===== config.mk =====
export PLATFORM = sky130hd
export DESIGN_NAME = instr_encoder
export DESIGN_NICKNAME = d
export VERILOG_FILES = /design/src/rtl/instr_encoder.sv
export SDC_FILE = /design/constraint.sdc
export NUM_CORES = 1
export LEC_CHECK = 0
export CELL_PAD_IN_SITES_DETAIL_PLACEMENT = 1
export CELL_PAD_IN_SITES_GLOBAL_PLACEMENT = 2
export CORE_MARGIN = 2
export CORE_UTILIZATION = 29
export CTS_CLUSTER_DIAMETER = 50
export DETAILED_ROUTE_END_ITERATION = 8
export PLACE_DENSITY = 0.82
export SLEW_MARGIN = 10
export SYNTH_ARGS = -nofsm -noshare
export SYNTH_HDL_FRONTEND = slang
export SYNTH_SLANG_ARGS = --single-unit

===== constraint.sdc =====
create_clock -name clk -period 4.2 [get_ports clk]
set_input_delay 0.84 -clock clk [delete_from_list [all_inputs] [get_ports clk]]
set_output_delay 0.84 -clock clk [all_outputs]
set_load 0.03 [all_outputs]

===== src/rtl/instr_encoder.sv =====
// Packs decoded RV32I fields into a 32-bit instruction word and buffers it in a small output FIFO.
// Latency 1 cycle from push to head; in_ready = !full (registered), out_ready only pops.
// Optional immediate range checking is enabled by defining ENCODER_RANGE_CHECK_EN.

module instr_encoder_fifo #(
  parameter int W     = 33,
  parameter int DEPTH = 2
) (
  input  logic         clk,
  input  logic         rstn,
  input  logic         flush,
  input  logic         push,
  input  logic [W-1:0] push_dat,
  input  logic         pop,
  output logic [W-1:0] head_dat,
  output logic         full,
  output logic         empty
);
  localparam int AW = $clog2(DEPTH);

  // Extra MSB on each pointer separates full from empty when the indices match.
  logic [AW:0]  wr_ptr, rd_ptr;
  logic [W-1:0] mem [DEPTH];

  always_ff @(posedge clk or negedge rstn) begin
    if (!rstn) begin
      wr_ptr <= '0;
      rd_ptr <= '0;
    end else if (flush) begin
      wr_ptr <= '0;
      rd_ptr <= '0;
    end else begin
      if (push) wr_ptr <= wr_ptr + (AW+1)'(1);
      if (pop)  rd_ptr <= rd_ptr + (AW+1)'(1);
    end
  end

  always_ff @(posedge clk) begin
    if (push && !flush) mem[wr_ptr[AW-1:0]] <= push_dat;
  end

  assign head_dat = mem[rd_ptr[AW-1:0]];
  assign empty    = (wr_ptr == rd_ptr);
  assign full     = (wr_ptr[AW] != rd_ptr[AW]) && (wr_ptr[AW-1:0] == rd_ptr[AW-1:0]);
endmodule

module instr_encoder #(
  parameter int FIFO_DEPTH = 2,
  parameter int CNT_W      = 16
) (
  input  logic             clk,
  input  logic             rstn,
  input  logic             flush,
  input  logic             in_valid,
  output logic             in_ready,
  input  logic [2:0]       fmt,
  input  logic [6:0]       opcode,
  input  logic [2:0]       funct3,
  input  logic [6:0]       funct7,
  input  logic [4:0]       rd,
  input  logic [4:0]       rs1,
  input  logic [4:0]       rs2,
  input  logic [31:0]      imm,
  output logic             out_valid,
  input  logic             out_ready,
  output logic [31:0]      instr_raw,
  output logic             out_err,
  output logic [CNT_W-1:0] enc_count
);
  logic [31:0] enc_word;
  logic        enc_err;
  logic [32:0] head_dat;
  logic        full, empty, push, pop;
  logic [31:0] last_word;
  logic        last_err;

  always_comb begin
    enc_word = 32'h0000_0013;
    enc_err  = 1'b0;
    case (fmt)
      3'd0: enc_word = {funct7, rs2, rs1, funct3, rd, opcode};
      3'd1: begin
        enc_word = {imm[11:0], rs1, funct3, rd, opcode};
`ifdef ENCODER_RANGE_CHECK_EN
        enc_err = !((&imm[31:11]) || !(|imm[31:11]));
`endif
      end
      3'd2: begin
        enc_word = {imm[11:5], rs2, rs1, funct3, imm[4:0], opcode};
`ifdef ENCODER_RANGE_CHECK_EN
        enc_err = !((&imm[31:11]) || !(|imm[31:11]));
`endif
      end
      3'd3: begin
        enc_word = {imm[12], imm[10:5], rs2, rs1, funct3, imm[4:1], imm[11], opcode};
`ifdef ENCODER_RANGE_CHECK_EN
        enc_err = !((&imm[31:12]) || !(|imm[31:12])) || imm[0];
`endif
      end
      3'd4: begin
        enc_word = {imm[31:12], rd, opcode};
`ifdef ENCODER_RANGE_CHECK_EN
        enc_err = |imm[11:0];
`endif
      end
      3'd5: begin
        enc_word = {imm[20], imm[10:1], imm[11], imm[19:12], rd, opcode};
`ifdef ENCODER_RANGE_CHECK_EN
        enc_err = !((&imm[31:20]) || !(|imm[31:20])) || imm[0];
`endif
      end
      default: enc_err = 1'b1;
    endcase
  end

  assign in_ready  = !full;
  assign out_valid = !empty;
  assign push      = in_valid && !full && !flush;
  assign pop       = out_valid && out_ready && !flush;

  instr_encoder_fifo #(.W(33), .DEPTH(FIFO_DEPTH)) u_fifo (
    .clk      (clk),
    .rstn     (rstn),
    .flush    (flush),
    .push     (push),
    .push_dat ({enc_err, enc_word}),
    .pop      (pop),
    .head_dat (head_dat),
    .full     (full),
    .empty    (empty)
  );

  // Last delivered word is shown while the FIFO is empty.
  always_ff @(posedge clk or negedge rstn) begin
    if (!rstn) begin
      last_word <= '0;
      last_err  <= 1'b0;
      enc_count <= '0;
    end else if (pop) begin
      last_word <= head_dat[31:0];
      last_err  <= head_dat[32];
      enc_count <= enc_count + CNT_W'(1);
    end
  end

  assign instr_raw = out_valid ? head_dat[31:0] : last_word;
  assign out_err   = out_valid ? head_dat[32]   : last_err;
endmodule


After elaboration in Yosys (flattened, before gate mapping)
Memory sizes are Yosys's and may differ from the RTL's.
Cells that the tools add are included.
{ "op_classes": {"n_addsub": 3, "eq_ne": 8, "n_mux": 10, "n_reduce_logical": 13} }
{ "ops": {"columns": ["operator", "n"], "rows": [
  ["$pmux W32 S6", 1],
  ["$mux W32", 1],
  ["$add A16 B1 Y16 const B", 1],
  ["$mux W2", 4],
  ["$eq A3 B2 Y1 const B", 2],
  ["$eq A3 B3 Y1 const B", 2],
  ["$logic_and A1 B1 Y1", 6],
  ["$reduce_or A6 Y1", 1],
  ["$add A2 B1 Y2 const B", 2],
  ["$mux W1", 4],
  ["$reduce_bool A2 Y1", 2],
  ["$eq A3 B1 Y1 const B", 1],
  ["$logic_not A1 Y1", 3],
  ["$logic_not A3 Y1", 1],
  ["$eq A2 B2 Y1", 1],
  ["$eq A1 B1 Y1", 1],
  ["$ne A1 B1 Y1", 1]
]} }
{ "totals": {"regBits": 53, "ramBits": 66, "inputBits": 72, "wordCells": 40, "mem_count": 1} }
{ "memory_table": {"columns": ["memory", "words", "word_bits", "rd", "rd_clocked_by_memory_dff", "wr", "line_no", "rtl"], "rows": [
  ["u_fifo.mem", 2, 33, 1, 0, 1, "23", "logic [W-1:0] mem [DEPTH];"]
]} }

Depth between registers and ports, before layout
Gate-level depths: netlist (run 1).
{ "logic_depth": {"depth_word": 8, "ltp_mapped": 7} }

Modules after synthesis
Synthesis (run 1) repeated with hierarchy kept, for this count alone.
{ "unflattened": {"hier_cells": 397, "hier_area_um2": 5680.4} }
{ "modules_own_cells": {"columns": ["module", "instances", "cells_per_inst", "area_per_inst_um2", "seq_area_each_um2"], "rows": [
  ["instr_encoder", 1, 274, 2936.6, 1226.2],
  ["instr_encoder_fifo", 1, 123, 2743.9, 2082.0]
]} }

Worst setup path after synthesis (run 1)
Ideal clock, no wire load.
{ "synth_timing": {"path_kind": "register to register", "from": "register u_fifo.rd_ptr[1]", "to": "memory u_fifo.mem[1][0], enable pin", "t_arrival_ns": 3.522, "required_time_ns": 3.729, "path_slack_ns": 0.207, "stages_incl_launch_ff": 4, "n_path_buf": 0, "period_less_slack_ns": 3.993, "cell_sequence": "dfrtp_1 -> xnor2_2 -> o21ai_0 -> nor3b_1"} }
{ "synth_via": {"elab_chain_len": 8} }
{ "synth_lines": {"columns": ["item", "line_no", "rtl"], "rows": [
  ["from (decl)", "22", "logic [AW:0] wr_ptr, rd_ptr;"],
  ["from (signal assigned)", "34", "if (pop) rd_ptr <= rd_ptr + (AW+1)'(1);"],
  ["$ne A1 B1 Y1", "44", "assign full = (wr_ptr[AW] != rd_ptr[AW]) && (wr_ptr[AW-1:0] == rd_ptr[AW-1:0]);"],
  ["$logic_and A1 B1 Y1", "44", null],
  ["$logic_not A1 Y1", "118", "assign push = in_valid && !full && !flush;"],
  ["$logic_and A1 B1 Y1 (2 in a row)", "118", null],
  ["$logic_and A1 B1 Y1", "39", "if (push && !flush) mem[wr_ptr[AW-1:0]] <= push_dat;"],
  ["$mux W1", "39", null],
  ["$mux W1 (implied by the code)", "39", null],
  ["to (decl)", "23", null]
]} }
Every way passes these cells.

Worst setup path after layout (run 1)
{ "layout_timing": {"from": "register u_fifo.wr_ptr[0]", "to": "output instr_raw[16]"} }
{ "layout_via": {"elab_chain_len": 2} }
{ "layout_lines": {"columns": ["item", "line_no", "rtl"], "rows": [
  ["from (decl)", "22", null],
  ["from (signal assigned)", "33", "if (push) wr_ptr <= wr_ptr + (AW+1)'(1);"],
  ["$eq A2 B2 Y1", "43", "assign empty = (wr_ptr == rd_ptr);"],
  ["$mux W32", "146", "assign instr_raw = out_valid ? head_dat[31:0] : last_word;"],
  ["to (decl)", "66", "output logic [31:0] instr_raw,"]
]} }
Every way passes these cells.

==> summary by stage, run 1 <==
Logic synthesis
The number of flops mapped to enable cells by yosys is 66. Dividing the synthesized area by the synthesized cell count gives 11.5 sq um. During synthesis, Yosys emitted a total of 0 warnings. The share of the Yosys chip area taken by registers is 0.611.

In the synthesized netlist, the number of instances is 472. The main flop type after synthesis is sky130_fd_sc_hd__edfxtp_1. The count of different cell masters after synthesis is 41. After synthesis the netlist holds a flip-flop and latch count of 119.

The post-synthesis cell area is 5410 sq um. In the synthesized netlist the async set-or-reset flop fraction comes to 0.445. The synthesized netlist net count is 545.

Placed design
The count of placed standard cells including taps is 801. The worst slack after detailed placement is 860 ps. Input and output buffers added on the ports amount to 122.

The last weighted congestion value of the routability-driven placer is 0.775. The post-DP HPWL is 9450 um.

Finish
The fraction of layout cells with a size suffix above 1 is 0.0844. For this run, the number of standard cells in the final layout without fillers is 833. The relative area change from synthesis to final layout is 38.0%. The antenna diode instance count is 0. For this run, the post-layout net count is 664.

Worst setup path
The arrival time at the worst endpoint is 2930 ps. The worst setup path is of the reg2out kind. The maximum cell stage delay along the critical path is 710 ps.

The start of the worst register-to-register path is u_fifo.rd_ptr[1]. In this design, the largest share of critical-path delay is due to buffers and inverters. The worst setup path is captured at a primary output. Counting both buffers and inverters, the worst setup path holds a total of 3.

The required time of the critical path is 3360 ps. The slowest stage cell on the critical path is sky130_fd_sc_hd__clkdlybuf4s50_1. In this run the worst path has a maximum fanout of 45. The kind of start point of the critical path is a flop. Walking the worst path, the cells encountered are xor2_2 > nor2_2 > inv_2 > buf_12 > nor2_1 > a21oi_1 > clkdlybuf4s50_1. The critical path starts at u_fifo.wr_ptr[0].

Global routing
The largest net degree at the start of global routing is 46. The total overflow left after global routing is 0. The via count of the first global-routing pass is 4183.

The wire length of the first global-routing pass is 21200 um. The number of antenna violations at the first check in global routing is 0. For this run, the total global-route usage over all layers was measured as 0.138.

Drt
The post-detailed-routing wire length is 13200 um. Once detail routing completed, the nets flagged for antenna violations numbered 0. The wire length per cell is 15.9 um. The first routing iteration left 177 violations. The post-detailed-route DRC marker count is 0.

After detailed routing, the number of vias per cell comes to 4.72. The detailed-router iteration count before antenna repair is 4. The via count is 3930.

Floorplan
The number of top-level pins is 123. The height of the die is 141 um. The die is 141 um wide.

The initial standard-cell utilization of the core is 0.298. In this run the standard cell core region covers 18100 sq um. The die covers 19800 sq um. The initialized floorplan defines 49 standard-cell rows.

Timing
The time the final worst path needs with I/O delays and setup is 3770 ps. The fmax is 265 MHz. The count of final hold-check violations is 0. The clock tree skew after final layout is 7.01 ps. The number of setup violations in the final report is 0. The portion of the clock cycle consumed by the worst path in the final layout is 0.898. At the pin with the least slew margin, the transition time is 933 ps. The tightest slew margin relative to the limit is 0.376.

The final number of max-transition violations is 0. Setup slack on the critical path of the routed design comes to 428 ps. The setup total negative slack is 0 ps.

Setup repair after global routing left no endpoint under its margin.

Clock network
The number of setup buffers added after CTS is 0. The maximum clock path buffer count is 2. The clock net in this run drives a total of 119 sinks. The later pin in the worst-skew pair is clocked with a latency of 410 ps. The H-tree level count is 4. The number of gates resized after CTS was 0.

CTS placed an instance of sky130_fd_sc_hd__clkbuf_16 at the clock tree root. In this run, post-CTS hold repair placed 0 buffers. The number of buffers created by CTS is 17. TritonCTS built the clock tree. After clock tree synthesis, the clock-pin slew on the worst setup and hold paths is 50 ps.

Run status
The flow ran to the end, and the final reports show no timing, DRC or antenna violations.

Pwr
The share of total power consumed by net switching is 0.392. The proportion of power drawn by flip-flops and latches is 0.275. The final total power is 5870 uW. The areal power density over the cells is 786 nW/um^2. The share of total power dissipated in combinational logic is 0.458. The share of total power dissipated in the clock network is 0.266. The peak supply drop is 0.276 mV. Internal power comes to 3570 uW. The switching power of the nets is 2300 uW.

The reported leakage power is 0.00287 uW.

Hold path
In this run the worst hold path is classified as in2async.

Run
The max-cap violation count is 0.
==> stage by stage <==
stage	cell area [sq um]	hold slack (ps)	utilization
2_1_floorplan	5410	449	-
3_3_place_gp	6830	462	0.376
3_5_place_dp	6830	461	0.376
4_1_cts	7470	452	0.411
5_1_grt	7470	477	0.411
6_report	7470	439	0.411
==> cell usage in the layout, fill, tap and decap left out, types with 2 or more instances in the layout <==
cell type,Yosys,layout
sky130_fd_sc_hd__xor2_1,8,8
sky130_fd_sc_hd__clkbuf_1,9,2
sky130_fd_sc_hd__clkinvlp_4,0,2
sky130_fd_sc_hd__and2_1,4,4
sky130_fd_sc_hd__o21ai_0,42,42
sky130_fd_sc_hd__and4_1,2,2
sky130_fd_sc_hd__nor2b_1,3,3
sky130_fd_sc_hd__nor2_1,47,47
sky130_fd_sc_hd__clkbuf_16,0,17
sky130_fd_sc_hd__bufinv_16,0,5
sky130_fd_sc_hd__buf_4,5,5
sky130_fd_sc_hd__o21ai_1,11,11
sky130_fd_sc_hd__and3_1,2,2
sky130_fd_sc_hd__nand2b_1,3,3
sky130_fd_sc_hd__nand3_1,4,4
sky130_fd_sc_hd__clkinv_1,1,2
sky130_fd_sc_hd__inv_6,0,2
sky130_fd_sc_hd__xnor2_2,2,2
sky130_fd_sc_hd__dfrtp_1,53,52
sky130_fd_sc_hd__nand4_1,3,3
sky130_fd_sc_hd__xor2_2,2,2
sky130_fd_sc_hd__edfxtp_1,66,66
sky130_fd_sc_hd__clkdlybuf4s50_1,0,121
sky130_fd_sc_hd__a211oi_4,2,2
sky130_fd_sc_hd__inv_1,9,9
sky130_fd_sc_hd__a22o_1,6,6
sky130_fd_sc_hd__o211ai_1,2,2
sky130_fd_sc_hd__clkinv_2,0,3
sky130_fd_sc_hd__xnor2_1,11,11
sky130_fd_sc_hd__mux2_2,2,2
sky130_fd_sc_hd__nand2_1,58,58
sky130_fd_sc_hd__a22oi_1,5,5
sky130_fd_sc_hd__a21oi_1,44,44
sky130_fd_sc_hd__mux2i_1,41,41
==> per-layer routing <==
metal | track usage | share of wire | vias to the layer above
met5 | 0 | 0 | -
li1 | - | - | 1905
met4 | 0.0595 | 0.019 | 0
met1 | 0.166 | 0.44 | 1895
met2 | 0.237 | 0.49 | 111
met3 | 0.0309 | 0.046 | 19
==> Yosys cell counts (4+ instances only) <==
cell type | instances | share of area
sky130_fd_sc_hd__a21oi_1 | 44 | 0.041
sky130_fd_sc_hd__a22o_1 | 6 | 0.0097
sky130_fd_sc_hd__a22oi_1 | 5 | 0.0069
sky130_fd_sc_hd__and2_1 | 4 | 0.0046
sky130_fd_sc_hd__buf_2 | 10 | 0.0092
sky130_fd_sc_hd__buf_4 | 5 | 0.0069
sky130_fd_sc_hd__clkbuf_1 | 9 | 0.0062
sky130_fd_sc_hd__dfrtp_1 | 53 | 0.25
sky130_fd_sc_hd__edfxtp_1 | 66 | 0.37
sky130_fd_sc_hd__inv_1 | 9 | 0.0062
sky130_fd_sc_hd__mux2i_1 | 41 | 0.076
sky130_fd_sc_hd__nand2_1 | 58 | 0.040
sky130_fd_sc_hd__nand3_1 | 4 | 0.0037
sky130_fd_sc_hd__nor2_1 | 47 | 0.033
sky130_fd_sc_hd__o21ai_0 | 42 | 0.039
sky130_fd_sc_hd__o21ai_1 | 11 | 0.010
sky130_fd_sc_hd__xnor2_1 | 11 | 0.018
sky130_fd_sc_hd__xor2_1 | 8 | 0.013
==> power groups by stage <==
| stage | registers, uW | clock network [uW] | logic [uW] |
|---|---|---|---|
| final | 1620 | 1560 | 2690 |
| after global routing | 1640 | 1640 | 2890 |
| after CTS | 1620 | 1590 | 2720 |
| after detailed placement | 1640 | 0 | 2710 |
| after global placement | 1620 | 0 | 2660 |
| after floorplan | 1630 | 0 | 1690 |
==> worst paths after layout <==
kind | end | slack (ps) | depth (start not counted)
worst max-delay path | instr_raw[16] | 430 | 7
worst max register to register | u_fifo.mem[1][6] | 2010 | 4
worst min-delay path | enc_count[2] | 440 | 1
max in group asynchronous | last_word[13] | 2940 | 2
min in group clk | enc_count[15] | 470 | 1
worst min register to register | enc_count[15] | 470 | 1
==> final cells by class <==
type	instances	area, sq um
inverter	11	41.3
clock buffer	19	433
clock inverter	13	201
fill	1986	10700
timing repair buffer	128	1270
sequential	119	3310
multi-input combinational	314	1920
tap	229	287
==> state kept, by name, summed over array words and instances (netlist names) <==
signal,flops
u_fifo.mem,66
last_word,32
u_fifo.rd_ptr,2
last_err,1
enc_count,16
u_fifo.wr_ptr,2
==> cell families (layout without fill, tap and decap cells) <==
group	after synthesis	count (layout)	share of synthesized area
and+or+nand+nor	132	132	0.105
AOI/OAI and AO/OA	114	114	0.119
buffers and inverters	39	171	0.0370
DFF	119	119	0.611
adders and majority gates	1	1	0.00231
xor gates and xnor gates	23	23	0.0428
muxes	44	44	0.0828
Note: power is estimated with default switching activity, not from simulation.
==> run 2: changes to the inputs <==
CORE_UTILIZATION = 31   (was 29)
PLACE_DENSITY = 0.81   (was 0.82)
SYNTH_HIERARCHICAL = 1   (was not set)
==> run 2 against run 1 <==
Flip-flop and latch count stayed put. Final cell count is 7.9% lower. Utilization is 2.0 points higher. Sequential power is 5% lower. Maximum frequency is 1.8% higher. Clock power is 3% higher. Die area is 1.7% lower. Power is 24% lower. Hold slack better by 44 ps. Setup slack better by 68 ps. Via count is 8.0% lower.
==> summary by stage, run 2 <==
Timing
For the finished layout, the period the worst path requires is 3700 ps. The number of setup violations in the final report is 0. Derived from the worst setup path, the maximum achievable clock frequency is 270 MHz. The tightest slew margin relative to the limit is 0.249. The setup total negative slack is 0 ps. Dividing the final minimum period by the clock period gives 0.882.

Setup repair after global routing left no endpoint under its margin. The count of final hold-check violations was 0. The smallest setup slack after layout is 496 ps. Final hold analysis gives a worst-case slack of 483 ps. For the final database, setup skew stands at 6.10 ps. The final number of max-transition violations was 0. For the pin with the worst max-slew slack, the measured transition is 1130 ps.

Placed design
Routability-driven placement finished with a final weighted congestion of 0.745. Once detailed placement completed, the half-perimeter wirelength came to 9360 um. The count of buffers inserted at the top-level ports is 122. At the placement stage, the worst setup path has a slack of 689 ps.

Worst setup path
Among all stages on the critical path, the largest delay is contributed by sky130_fd_sc_hd__dfrtp_2. The setup path with the least slack is of type reg2out. Broken down by cell family, the worst path's largest delay share belongs to buffers and inverters.

The required time of the critical path is 3360 ps. The arrival time at the worst endpoint is 2860 ps. The largest single stage delay on the critical path is 660 ps. The kind of start point of the critical path is a flop. STA classifies the critical path endpoint as a primary output. In this run the worst path has a maximum fanout of 35.

Counting both buffers and inverters, the worst setup path holds a total of 2. The critical path goes through xor2_1 > nor2_4 > buf_4 > mux2_2 > clkdlybuf4s50_1.

Logic synthesis
The mean instance size in the synthesized netlist is 14.3 sq um. The share of synthesized area in the top cell type comes to 0.349. The count of different cell masters after synthesis is 41. The synthesized netlist net count is 470. The synthesized design spends more area on one cell type than any other, namely sky130_fd_sc_hd__edfxtp_1. Counting flops with an async set or reset pin after synthesis yields a share of 0.445. Yosys mapped a number of flops with a built-in enable equal to 66. Among all cell types in the netlist, the one instantiated most often is sky130_fd_sc_hd__mux2_2. After synthesis the cells add up to 5680 sq um.

Yosys printed 6 warnings. In the synthesized netlist the dominant register cell turns out to be sky130_fd_sc_hd__edfxtp_1. For this run, the register share of the synthesized area comes to 0.582. The post-synthesis cell count is 397. Ranked by total cell area, the synthesized netlist is headed by sky130_fd_sc_hd__edfxtp_1 (35%), sky130_fd_sc_hd__dfrtp_1 (23%), sky130_fd_sc_hd__mux2_2 (15%), sky130_fd_sc_hd__mux2_4 (7.1%), sky130_fd_sc_hd__nand2_1 (1.8%). Counting flops and latches in the post-synthesis netlist gives 119. The commonest cells after synthesis are sky130_fd_sc_hd__mux2_2 (77), sky130_fd_sc_hd__edfxtp_1 (66), sky130_fd_sc_hd__dfrtp_1 (53).

Drt
In the final routed layout, each cell accounts on average for 17.5 um. The post-detailed-route DRC marker count is 0. The count of nets left with antenna violations once routing finished came out at 0. After the first detailed-routing iteration, the DRC count stood at 180. The via count is 3617. The via density per instance is 4.72.

Before antenna repair, the detailed router went through 4 iterations. The post-detailed-routing wire length is 13400 um.

Pwr
The share of power burned in combinational logic is 0.296. The reported leakage power is 0.00305 uW. Of the total power, the clock network draws 0.359. The areal power density over the cells is 577 nW/um^2. The peak supply drop is 0.262 mV. Of the total power, registers draw 0.345.

The share of total power consumed by net switching is 0.282. The switching power of the nets is 1260 uW. Internal power comes to 3210 uW. The final total power is 4480 uW.

Floorplan
The height of the die is 139 um. The site row count is 49. The initial standard-cell utilization of the core is 0.316. In this run the horizontal extent of the chip is 139 um. The core box area is 18000 sq um. The number of top-level pins is 123.

The area of the die is 19400 sq um.

Clock network
For this design, the CTS-stage hold fixing added 0 buffers. The H-tree level count is 4. TritonCTS built the clock tree.

After clock tree synthesis, the setup repair step added 0 buffers. The master cell of the clock root buffer is sky130_fd_sc_hd__clkbuf_16. The clock net sink count is 119. In this run, CTS created clock tree buffers numbering 17. Clock-pin slew was measured on the worst setup and hold paths at 50 ps. No sink is reached through more buffers than the 2 on the longest clock path. The latest clock arrival within the worst-skew pair is 410 ps. The count of cells resized by post-cts repair is 0.

Finish
The library cells used most frequently in the layout, excluding fill and tap cells, are sky130_fd_sc_hd__clkdlybuf4s50_1 (121), sky130_fd_sc_hd__mux2_2 (77), sky130_fd_sc_hd__edfxtp_1 (66). The final-stage net count is 597. The library cell used most frequently in the layout, excluding fill and tap cells, is sky130_fd_sc_hd__clkdlybuf4s50_1.

The flip-flop count of the largest register, all copies and words added is 66. The final-layout fill cell count is 1826. The area growth from synthesis to layout is 36.5%. The fraction of layout cells with a size suffix above 1 is 0.279.

Global routing
The via count of the first global-routing pass is 4042. Entering global routing, the biggest net connects 38 pins. The number of antenna violations at the first check in global routing came to 1. In the global route stage, overall resource usage came out at 0.143. For this run the aggregate overflow at the end of global routing stands at 0. The first global-routing pass estimated 21500 um of wire.

Hold path
The path class of the tightest hold or removal check is reg2reg.

Run
The max-cap violation count is 0.

Run status
The run finished with clean final reports.
## run 2: area by class of cell
type | instances | area (sq um) | share of cell area
diodes | 1 | 2.50 | 0.000323
clock buffers | 23 | 458 | 0.0591
clock inverters | 9 | 198 | 0.0255
inverters | 13 | 50.0 | 0.00645
multi-input cells | 246 | 2200 | 0.283
flip-flops and latches | 119 | 3310 | 0.427
well taps | 229 | 287 | 0.0370
repair buffers | 127 | 1250 | 0.162
## run 2: stage by stage
step / cells / util / area, sq um
final: 767 / 0.432 / 7750
after floorplan: 397 / - / 5690
after global routing: 767 / 0.432 / 7750
after CTS: 766 / 0.431 / 7750
after global placement: 734 / 0.395 / 7100
after detailed placement: 734 / 0.395 / 7100
## run 2: worst paths after layout
kind | start | end | slack (ps) | cells after the start
worst max-delay path | u_fifo/rd_ptr[0] | instr_raw[31] | 500 | 5
worst min-delay path | enc_count[15] | enc_count[15] | 480 | 1
worst max register to register | u_fifo/rd_ptr[0] | enc_count[13] | 830 | 8
worst min register to register | enc_count[15] | enc_count[15] | 480 | 1
max in group asynchronous | rstn | enc_count[0] | 2850 | 2
min in group asynchronous | rstn | last_word[0] | 510 | 1
## run 2: kinds of logic (layout without fill, tap and decap cells)
kind of cell	after synthesis	in the layout	synth area share
muxes	111	111	0.236
other	0	1	0
buffers and inverters	32	172	0.0346
and+or+nand+nor	73	73	0.0696
DFF	119	119	0.582
xor gates and xnor gates	19	19	0.0293
AOI/OAI and AO/OA	42	42	0.0456
adders and majority gates	1	1	0.00220
## run 2: power by group through the flow
stage,clock (uW),sequential [uW],combinational (uW)
after floorplan,0,1560,810
after global placement,0,1540,1320
after detailed placement,0,1560,1340
after CTS,1650,1540,1350
after global routing,1700,1570,1400
final,1610,1540,1320
## run 2: metal layers
metal,GRT usage,vias to the layer above,share of wire
met3,0.0341,18,0.045
met5,0,-,0
met4,0.0617,0,0.024
li1,-,1693,-
met2,0.248,90,0.50
met1,0.171,1816,0.43
